**src/rtl/bbox_pkg.sv**
```systemverilog
// Shared types and direction codes for the bounding-box scheduler and its
// searcher interface.
package bbox_pkg;

    localparam int COORD_W = 10;

    localparam logic [1:0] DIR_UP    = 2'b00;
    localparam logic [1:0] DIR_DOWN  = 2'b01;
    localparam logic [1:0] DIR_LEFT  = 2'b10;
    localparam logic [1:0] DIR_RIGHT = 2'b11;

    typedef enum logic [2:0] {
        S_IDLE,
        S_CHECK,
        S_ISSUE,
        S_WAIT,
        S_FINISH
    } state_t;

    typedef enum logic [1:0] {
        P_TOP,
        P_BOTTOM,
        P_LEFT,
        P_RIGHT
    } phase_t;

endpackage

```
**src/rtl/search_watchdog.sv**
```systemverilog
// Clear/enable cycle counter that flags when a search has run for the
// maximum allowed number of cycles.
module search_watchdog #(
    parameter int TIMEOUT_CYCLES = 1048576
) (
    input  logic clk,
    input  logic reset,
    input  logic clear,
    input  logic enable,
    output logic expired
);

    localparam int W = (TIMEOUT_CYCLES > 2) ? $clog2(TIMEOUT_CYCLES) : 1;

    logic [W-1:0] count;

    always_ff @(posedge clk) begin
        if (reset || clear)
            count <= '0;
        else if (enable)
            count <= count + 1'b1;
    end

    assign expired = (count == W'(TIMEOUT_CYCLES - 1));

endmodule

```
**src/rtl/bbox_scheduler.sv**
```systemverilog
// Drives one shared edge searcher through top/bottom/left/right searches,
// narrowing the window after each hit, to find the tight bounding box.
module bbox_scheduler
    import bbox_pkg::*;
#(
    parameter int TIMEOUT_CYCLES = 1048576
) (
    input  logic       clk,
    input  logic       reset,
    input  logic       start,
    input  logic [9:0] win_x0,
    input  logic [9:0] win_y0,
    input  logic [9:0] win_x1,
    input  logic [9:0] win_y1,
    output logic       busy,
    output logic       done,
    output logic       found,
    output logic       error,
    output logic [9:0] bbox_x0,
    output logic [9:0] bbox_y0,
    output logic [9:0] bbox_x1,
    output logic [9:0] bbox_y1,
    output logic       search_start,
    output logic [1:0] search_dir,
    output logic [9:0] search_x0,
    output logic [9:0] search_y0,
    output logic [9:0] search_x1,
    output logic [9:0] search_y1,
    output logic       search_reset,
    input  logic       search_done,
    input  logic       search_found,
    input  logic [9:0] search_x,
    input  logic [9:0] search_y
);

    state_t state, state_next;
    phase_t phase;

    logic [9:0] wx0, wy0, wx1, wy1;
    logic [9:0] yt, yb, xl;
    logic       expired;
    logic       window_bad;
    logic       timeout;

    assign window_bad = (wx0 > wx1) || (wy0 > wy1);
    // A search_done in the expiry cycle takes priority over the watchdog.
    assign timeout    = (state == S_WAIT) && !search_done && expired;

    assign busy         = (state != S_IDLE);
    assign done         = (state == S_FINISH);
    assign search_start = (state == S_ISSUE);
    assign search_reset = timeout;

    search_watchdog #(
        .TIMEOUT_CYCLES(TIMEOUT_CYCLES)
    ) u_watchdog (
        .clk    (clk),
        .reset  (reset),
        .clear  (state == S_ISSUE),
        .enable (state == S_WAIT),
        .expired(expired)
    );

    always_ff @(posedge clk) begin
        if (reset)
            state <= S_IDLE;
        else
            state <= state_next;
    end

    always_comb begin
        state_next = state;
        case (state)
            S_IDLE:   if (start) state_next = S_CHECK;
            S_CHECK:  state_next = window_bad ? S_FINISH : S_ISSUE;
            S_ISSUE:  state_next = S_WAIT;
            S_WAIT: begin
                if (search_done)
                    state_next = (!search_found || phase == P_RIGHT) ? S_FINISH : S_ISSUE;
                else if (expired)
                    state_next = S_FINISH;
            end
            S_FINISH: state_next = S_IDLE;
            default:  state_next = S_IDLE;
        endcase
    end

    // Searcher window/direction are registered on entry to ISSUE so they hold
    // steady for the whole search.
    always_ff @(posedge clk) begin
        if (reset) begin
            phase      <= P_TOP;
            wx0        <= '0;
            wy0        <= '0;
            wx1        <= '0;
            wy1        <= '0;
            yt         <= '0;
            yb         <= '0;
            xl         <= '0;
            found      <= 1'b0;
            error      <= 1'b0;
            bbox_x0    <= '0;
            bbox_y0    <= '0;
            bbox_x1    <= '0;
            bbox_y1    <= '0;
            search_dir <= '0;
            search_x0  <= '0;
            search_y0  <= '0;
            search_x1  <= '0;
            search_y1  <= '0;
        end else begin
            case (state)
                S_IDLE: begin
                    if (start) begin
                        wx0     <= win_x0;
                        wy0     <= win_y0;
                        wx1     <= win_x1;
                        wy1     <= win_y1;
                        found   <= 1'b0;
                        error   <= 1'b0;
                        bbox_x0 <= '0;
                        bbox_y0 <= '0;
                        bbox_x1 <= '0;
                        bbox_y1 <= '0;
                        phase   <= P_TOP;
                    end
                end
                S_CHECK: begin
                    if (window_bad) begin
                        error <= 1'b1;
                    end else begin
                        search_dir <= DIR_DOWN;
                        search_x0  <= wx0;
                        search_y0  <= wy0;
                        search_x1  <= wx1;
                        search_y1  <= wy1;
                    end
                end
                S_WAIT: begin
                    if (search_done) begin
                        if (!search_found) begin
                            // A miss on the first search just means an empty window.
                            error <= (phase != P_TOP);
                        end else begin
                            case (phase)
                                P_TOP: begin
                                    yt         <= search_y;
                                    phase      <= P_BOTTOM;
                                    search_dir <= DIR_UP;
                                    search_x0  <= wx0;
                                    search_y0  <= search_y;
                                    search_x1  <= wx1;
                                    search_y1  <= wy1;
                                end
                                P_BOTTOM: begin
                                    yb         <= search_y;
                                    phase      <= P_LEFT;
                                    search_dir <= DIR_RIGHT;
                                    search_x0  <= wx0;
                                    search_y0  <= yt;
                                    search_x1  <= wx1;
                                    search_y1  <= search_y;
                                end
                                P_LEFT: begin
                                    xl         <= search_x;
                                    phase      <= P_RIGHT;
                                    search_dir <= DIR_LEFT;
                                    search_x0  <= search_x;
                                    search_y0  <= yt;
                                    search_x1  <= wx1;
                                    search_y1  <= yb;
                                end
                                P_RIGHT: begin
                                    bbox_x0 <= xl;
                                    bbox_y0 <= yt;
                                    bbox_x1 <= search_x;
                                    bbox_y1 <= yb;
                                    found   <= 1'b1;
                                end
                                default: ;
                            endcase
                        end
                    end else if (expired) begin
                        error <= 1'b1;
                        found <= 1'b0;
                    end
                end
                default: ;
            endcase
        end
    end

endmodule

```
**config.mk**
```make
export PLATFORM = sky130hd
export DESIGN_NAME = bbox_scheduler
export DESIGN_NICKNAME = d
export VERILOG_FILES = /design/src/rtl/bbox_pkg.sv /design/src/rtl/search_watchdog.sv /design/src/rtl/bbox_scheduler.sv
export SDC_FILE = /design/constraint.sdc
export NUM_CORES = 1
export LEC_CHECK = 0
export BUFFER_PORTS_ARGS = -buffer_cell sky130_fd_sc_hd__buf_2
export CAP_MARGIN = 20
export CORE_MARGIN = 2
export CORE_UTILIZATION = 50
export CTS_CLUSTER_DIAMETER = 120
export CTS_CLUSTER_SIZE = 20
export DETAILED_ROUTE_END_ITERATION = 8
export HOLD_SLACK_MARGIN = 0.03
export PLACE_DENSITY = 0.86
export RECOVER_POWER = 25
export SYNTH_ARGS = -nofsm -noshare
export SYNTH_HDL_FRONTEND = slang
export SYNTH_HIERARCHICAL = 1
export SYNTH_SLANG_ARGS = --single-unit
```
**constraint.sdc**
```tcl
create_clock -name clk -period 2.9 [get_ports clk]
set_clock_uncertainty 0.2 [all_clocks]
set_input_delay 0.58 -clock clk [delete_from_list [all_inputs] [get_ports clk]]
set_output_delay 0.58 -clock clk [all_outputs]
set_load 0.01 [all_outputs]
```
; Yosys cells after proc, flatten, opt, wreduce, memory -nomap -nowiden
; Index checks and enable logic that the tools add are counted.
; W data, S select, Z words.
[totals]
ff_bits = 179
output_inout_bits = 88
[op_classes]
n_reduce_logical = 30
add_sub_neg = 1
eq_ne = 22
n_lt_le_gt_ge = 2
n_mux = 64
[op_table]
columns = op, count
row1 = $mux W10, 26
row2 = $pmux W10 S2, 10
row3 = $reduce_and A5 Y1, 8
row4 = $pmux W10 S3, 1
row5 = $add A20 B1 Y20 const B, 1
row6 = $eq A20 B20 Y1 const B, 1
row7 = $gt A10 B10 Y1, 2
row8 = $ne A3 B3 Y1 const B, 6
row9 = $mux W3, 5
row10 = $ne A2 B2 Y1 const B, 7
row11 = $mux W2, 6
row12 = $pmux W2 S3, 2
row13 = $pmux W3 S4, 1
row14 = $reduce_and A4 Y1, 3
row15 = $mux W1, 9
row16 = $pmux W2 S2, 2
row17 = $eq A3 B2 Y1 const B, 2
row18 = $reduce_bool A2 Y1, 3
row19 = $reduce_bool A3 Y1, 2
row20 = $eq A2 B2 Y1 const B, 2
row21 = $ne A4 B4 Y1 const B, 1
row22 = $reduce_and A2 Y1, 2
row23 = $reduce_or A2 Y1, 2
row24 = $eq A3 B1 Y1 const B, 1
row25 = 10 further kinds, 14

; Depth between registers and ports, before layout
; Gate-level depths: netlist of the first run.
[logic_depth]
word_depth = 6
depth_mapped = 10
ltp_nobuf = 10

; By module
; The synthesis of the first run kept the hierarchy.
[by_module_without_submodules]
columns = mod, area_each_um2, cells_per_inst, seq_area_each_um2, instances
row1 = bbox_scheduler, 7169.4, 865, 3183.1, 1
row2 = search_watchdog, 918.4, 104, 400.4, 1

; Least setup slack after synthesis of the first run
; Ideal clock, no wire load.
[synth_path]
path_kind = reg-to-reg
startpoint = reg state[2]
endpoint = reg u_watchdog.count[18]
required_ns = 2.630
setup_slack_ns = 0.063
period_less_slack_ns = 2.837
t_arrival_ns = 2.567
n_path_buf = 3
stages_incl_launch_ff = 10
path_cell_list = dfxtp_1 buf_2 nand3b_1 inv_1 clkbuf_1 buf_1 nand4_4 or3_4 or4_1 a21oi_1
[synth_via]
elab_chain_cells = 2
word_cells_on_any_way = 3
cone_classes = eq/ne: 2 / reduce/logical: 1
[synth_lines]
columns = item, line
row1 = "start, declared", bbox_scheduler.sv:36  ; state_t state, state_next;
row2 = "start signal, assigned", bbox_scheduler.sv:68  ; state <= state_next;
row3 = $eq A3 B2 Y1, bbox_scheduler.sv:59  ; .clear (state == S_ISSUE),
row4 = $logic_or A1 B1 Y1, search_watchdog.sv:18  ; if (reset || clear)
row5 = "end signal, assigned", search_watchdog.sv:21  ; count <= count + 1'b1;
row6 = "end, declared", search_watchdog.sv:15  ; logic [W-1:0] count;
; Parallel ways exist; a longest one is shown, timed or not.
; A chain may end at the register's enable or synchronous reset.

; Worst setup path in the final report of the first run
[layout_path]
startpoint = reg u_watchdog.count[11]
endpoint = out search_reset
[layout_via]
elab_chain_cells = 2
[layout_lines]
columns = item, line
row1 = $eq A20 B20 Y1, search_watchdog.sv:24  ; assign expired = (count == W'(TIMEOUT_CYCLES - 1));
row2 = net expired, bbox_scheduler.sv:41  ; logic expired;
row3 = $logic_and A1 B1 Y1, bbox_scheduler.sv:47  ; assign timeout = (state == S_WAIT) && !search_done && expired;
row4 = "end, declared", bbox_scheduler.sv:29  ; output logic search_reset,
; The timed path passes the listed nets, and every way through them passes these cells.

==> results of run 1 <==
-- through the flow --
stage          instances  cell area [um2]  worst slack (ps)  total power [uW]  utilization
6_report            1322             9590               208              6770        0.606
5_1_grt             1322             9590              28.3              7030        0.606
4_1_cts             1321             9670              93.2              6770        0.611
3_5_place_dp        1290             8980               297              4110        0.567
3_3_place_gp        1290             8980               343              4080        0.567
2_1_floorplan        969             8090              62.9              3770            -
-- what timing repair did --
item / 4_1_cts / 5_1_grt
resized for setup: 0 / 0
setup endpoints to repair: 0 / 1
buffers inserted: 0 / 1
-- synthesized netlist by cell type, types with 4 or more instances --
cell / n
a211o_1: 20
a21o_1: 4
a21oi_1: 133
a221oi_1: 10
buf_2: 5
clkbuf_1: 57
dfxtp_1: 179
ha_1: 25
inv_1: 31
mux2i_1: 54
nand2_1: 180
nand2b_1: 52
nand3_1: 60
nand4_1: 11
nor2_1: 45
nor3_1: 9
o21ai_0: 11
o31ai_1: 5
or3_1: 13
xnor2_1: 5
xor2_1: 6
-- layout by cell type (no fill, tap or decap), types with 2 or more instances in the layout --
cell type / n
clkbuf_1: 67
or3_1: 13
o21a_1: 2
nor2b_1: 3
o21ai_1: 2
nand2b_1: 52
nor2_1: 45
nand3b_1: 2
or2_2: 2
xnor2_1: 5
nor3b_1: 3
a21oi_1: 132
a31oi_1: 3
nand3_1: 60
inv_6: 2
or4_1: 3
bufinv_16: 7
nor4_1: 2
and2_1: 3
clkinvlp_4: 3
o31ai_1: 5
ha_1: 25
inv_1: 30
a211oi_1: 3
nor3_1: 9
o21ai_0: 11
a211o_1: 20
a221oi_1: 10
nand4_1: 11
mux2i_1: 54
nand2_1: 180
buf_4: 25
xor2_1: 6
buf_2: 85
dfxtp_1: 179
a21o_1: 4
clkbuf_16: 17
-- power groups by stage --
stage	logic (uW)	clock network [uW]	registers (uW)
6_report	1360	2690	2720
5_1_grt	1500	2800	2730
4_1_cts	1360	2700	2720
3_5_place_dp	1340	0	2770
3_3_place_gp	1320	0	2760
2_1_floorplan	1030	0	2740
-- routing by layer --
metal  global-route usage  up-vias
met5                    0        -
met4                0.103        0
met1                0.314     3434
li1                     -     3575
met2                0.422      290
met3               0.0505       59
-- logic make-up after synthesis --
family,count (synthesis),share of synthesized area
buffers and inverters,101,0.0535
XOR/XNOR,11,0.0119
AND/OR/NAND/NOR,395,0.231
AO/OA/AOI/OAI,203,0.153
adder cells (fa/ha/maj),25,0.0387
multiplexers,55,0.0687
flip-flops,179,0.443
-- worst register-to-register path, cell delays in order (launching register included) --
cell and delay [ps]:
dfxtp_1 550, nand3b_1 310, inv_2 260, buf_4 460, nand4_1 470, nand2_1 200, a21oi_1 80
-- final timing paths --
check,startpoint,depth (start not counted),end
min,win_y0[1],3,wy0[1]$_SDFFE_PP0P_
max reg2reg,state[0]$_SDFFE_PP0P_,6,xl[1]$_SDFFE_PP0P_
max,u_watchdog/count[11]$_SDFFE_PP0P_,6,search_reset
min reg2reg,bbox_x0[2]$_SDFFE_PP0P_,2,bbox_x0[2]$_SDFFE_PP0P_
-- final cells by class --
class                      count  area, um2  share of cell area
multi-input combinational    689       4080               0.425
tap                          216        270              0.0282
timing repair buffer         176        861              0.0898
clock buffer                  18        429              0.0447
inverter                      31        116              0.0121
sequential                   179       3580               0.374
clock inverter                13        255              0.0266
==> qor.yml, run 1 <==
drc: 0
wl_met1_mm: 9.05
startpoint_type: "register"
first_global_vias: 6941
finalWeightedCongestion: 0.915
switching_share: 0.290
critPathBufInv: 2
ant_nets: 0
power.density_nw_per_um2: 706
diodes: 0
firstDrtPassIters: 5
area_growth_pct: 18.6
antenna_found_initial: 0
die_h_um: 131
yosys.area.top_type: "dfxtp_1"
crit_arrival_ps: 1910
final_nets: 1184
critPathKind: "register to output pin"
final-hold-violation-count: 0
netlist.area_leader.share: 0.443
grt_max_degree: 68
rsz0062_at_grt: "false"
reg2reg_slack_ps: 240
syn_nets: 1059
h-tree-depth: 4
cts_num_sinks: 179
dr_wl_met2_mm: 10.7
tightest_slew_ps: 611
cp_max_fo: 6
initial_core_util: 0.511
fin_setup_tns_ps: 0
finalCriticalPeriod_ps: 2690
synth_flop_cell: "dfxtp_1"
regMostFlops: "u_watchdog/count"
fmax_mhz: 371
fillCellCount: 1369
slew_headroom: 0.592
endpoint_kind: "output pin"
p_comb_frac: 0.201
hold_path.class: "input pin to register"
crit_slowest_cell: "dfxtp_1"
overflow: 0
clk_pin_slew_ps: 70
ioPinCount: 153
ctsLongestPathBuffers: 2
layout-drive-gt1-share: 0.140
cts-root-buf: "clkbuf_16"
num_rows: 46
peakVddDrop_uv: 496
routed_via_density: 5.57
largest_register_ff_count: 20
whs_ps: 180
die_width_um: 131
critPathMaxStageDelay_ps: 400
synth-edff-count: 0
grt_pass1_wl_mm: 35.0
p_seq_frac: 0.402
synth_seq_cells: 179
wl_met3_mm: 1.40
p_sw_uw: 1960
dpl.hpwl_mm: 15.2
track_usage: 0.251
cpLargestDelayFamily: "simple AND/OR/NAND/NOR gates"
status: "completed"
numCtsBuffers: 17
core_um2: 15800
worstPathCellList: "and4_1, nand4_1, nor3_1, buf_4, nor3b_1, buf_2"
drtIter0Drc: 548
syn_avg_cell_area_um2: 8.35
async_flop_share: 0
port_buffers: 152
leakage_uw: 0.00375
worstPathRequired_ps: 2120
finalSetupViolations: 0
yosysSeqAreaShare: 0.443
ys_top_cells_by_area: "dfxtp_1 44%, nand2_1 8.4%, a21oi_1 8.2%, mux2i_1 6.7%, nand2b_1 4.0%"
netlist-cell-type-count: 54
top_layer: "met4"
syn-instance-count: 969
clockPowerShare: 0.397
slew_viol_final: 0
vias: 7358
yosys_warnings: 6
cts_tree: "yes"
totalWireLength_mm: 21.8
period_share: 0.928
clk_latency_ps: 430
hold_buffers: 0
cap_viol_max_count: 0
syn_area_um2: 8090
dieArea_um2: 17200
wire_per_inst_um: 16.5
intPower_uw: 4810
Note: power is estimated with default switching activity, not from simulation.
==> run 2, diff against run 1 <==
==> constraint.sdc (replaced) <==
create_clock -name clk -period 2.9 [get_ports clk]
set_clock_uncertainty 0.2 [all_clocks]
set_input_delay 0.58 -clock clk [delete_from_list [all_inputs] [get_ports clk]]
set_output_delay 0.58 -clock clk [all_outputs]
set_load 0.1 [all_outputs]
==> qor.yml, run 2 (synthesized netlist as in run 1, its figures left out) <==
status: "completed"
p_sw_uw: 2350
layoutNonFillerInstCount: 1323
peakVddDrop_uv: 458
multi_input_area_um2: 4100
diodes: 0
vias: 7315
leakage_uw: 0.00406
slew_viol_final: 0
cap_viol_max_count: 0
seq_area_um2: 3590
dieArea_um2: 17200
finalCriticalPeriod_ps: 2830
area_growth_pct: 19.6
cts_tree: "yes"
die_h_um: 131
grt_max_degree: 77
p_seq_frac: 0.396
core_um2: 15800
num_rows: 46
whs_ps: 169
numCtsBuffers: 17
cts_num_sinks: 179
final-hold-violation-count: 0
critPathKind: "register to output pin"
clockPowerShare: 0.350
routed_via_density: 5.53
totalWireLength_mm: 21.5
cp_max_fo: 7
fillCellCount: 1349
endpoint_kind: "output pin"
track_usage: 0.245
switching_share: 0.342
clk_latency_ps: 440
overflow: 0
regMostFlops: "u_watchdog/count"
layout_commonest_cell: "nand2_1"
drtIter0Drc: 515
initial_core_util: 0.511
tightest_slew_ps: 1130
layout-drive-gt1-share: 0.204
dpl_cell_area_um2: 9010
ctsLongestPathBuffers: 2
finalSetupViolations: 0
slew_headroom: 0.250
power.density_nw_per_um2: 709
clk_pin_slew_ps: 70
fmax_mhz: 353
fin_util: 0.611
reg2reg_slack_ps: 230
port_buffers: 152
final_nets: 1184
final_cell_mix: "180 x nand2_1, 177 x dfxtp_1, 150 x buf_2"
ant_nets: 0
ioPinCount: 153
h-tree-depth: 4
dpl.hpwl_mm: 15.2
drc: 0
hold_path.class: "input pin to register"
wire_per_inst_um: 16.2
firstDrtPassIters: 5
period_share: 0.977
cts-root-buf: "clkbuf_16"
antenna_found_initial: 0
first_global_vias: 6836
finalWeightedCongestion: 0.882
die_width_um: 131
crit_arrival_ps: 2050
grt_pass1_wl_mm: 34.1
p_comb_frac: 0.254
worstPathRequired_ps: 2120
intPower_uw: 4510
startpoint_type: "register"
largest_register_ff_count: 20
dp_cells: 1287
finalInstanceArea_um2: 9670
-- run 2: cell count changes in the layout (fill, tap and decap cells not counted), sizes merged --
cell,before,now
clkbuf,84,19
bufinv,7,3
clkinv,1,5
clkinvlp,3,1
buf,110,176
inv,33,35
-- run 2: critical path, cell delays in order (launching register included) --
cell and delay [ps]:
dfxtp_1 400, and4_1 240, nand4_1 290, nor3_4 240, nor3b_4 250, buf_12 200
-- run 2: what timing repair did --
item,in CTS,in global routing
setup endpoints to repair,1,8
hold buffers,0,0
pin swaps,1,5
endpoints found under the hold margin,0,0
setup buffers,0,4
resized for setup,2,3
-- run 2: final timing paths --
kind,startpoint,end,cells after the start
worst max-delay path,u_watchdog/count[12]$_SDFFE_PP0P_,search_reset,5
worst min-delay path,win_y0[5],wy0[5]$_SDFFE_PP0P_,3
worst max register to register,wx1[8]$_SDFFE_PP0P_,search_x0[2]$_SDFFE_PP0P_,9
worst min register to register,bbox_x0[3]$_SDFFE_PP0P_,bbox_x0[3]$_SDFFE_PP0P_,2
-- run 2: through the flow --
step	power [uW]	worst slack (ps)	setup TNS, ps
2_1_floorplan	4140	-169	-169
3_3_place_gp	4450	330	0
3_5_place_dp	4490	233	0
4_1_cts	6870	6.51	0
5_1_grt	7130	-52.1	-52.1
6_report	6860	65.9	0
-- run 2: power groups by stage --
stage                     Clock (uW)  Combinational (uW)  Sequential (uW)
after CTS                       2420                1740             2720
after floorplan                    0                1120             3020
after global placement             0                1690             2770
after global routing            2520                1880             2740
final                           2400                1740             2720
after detailed placement           0                1720             2770
-- run 2: layout make-up --
class / instances / area share
clock buffer: 19 / 0.0458
clock inverter: 13 / 0.0178
inverter: 31 / 0.0120
multi-input combinational: 689 / 0.424
sequential: 179 / 0.371
tap: 216 / 0.0279
timing repair buffer: 176 / 0.102
-- run 2: layer usage --
layer	wire length, um	track usage	up-vias
li1	-	-	3583
met1	8860	0.300	3438
met2	10700	0.417	251
met3	1410	0.0586	43
met4	561	0.0918	0
met5	0	0	-
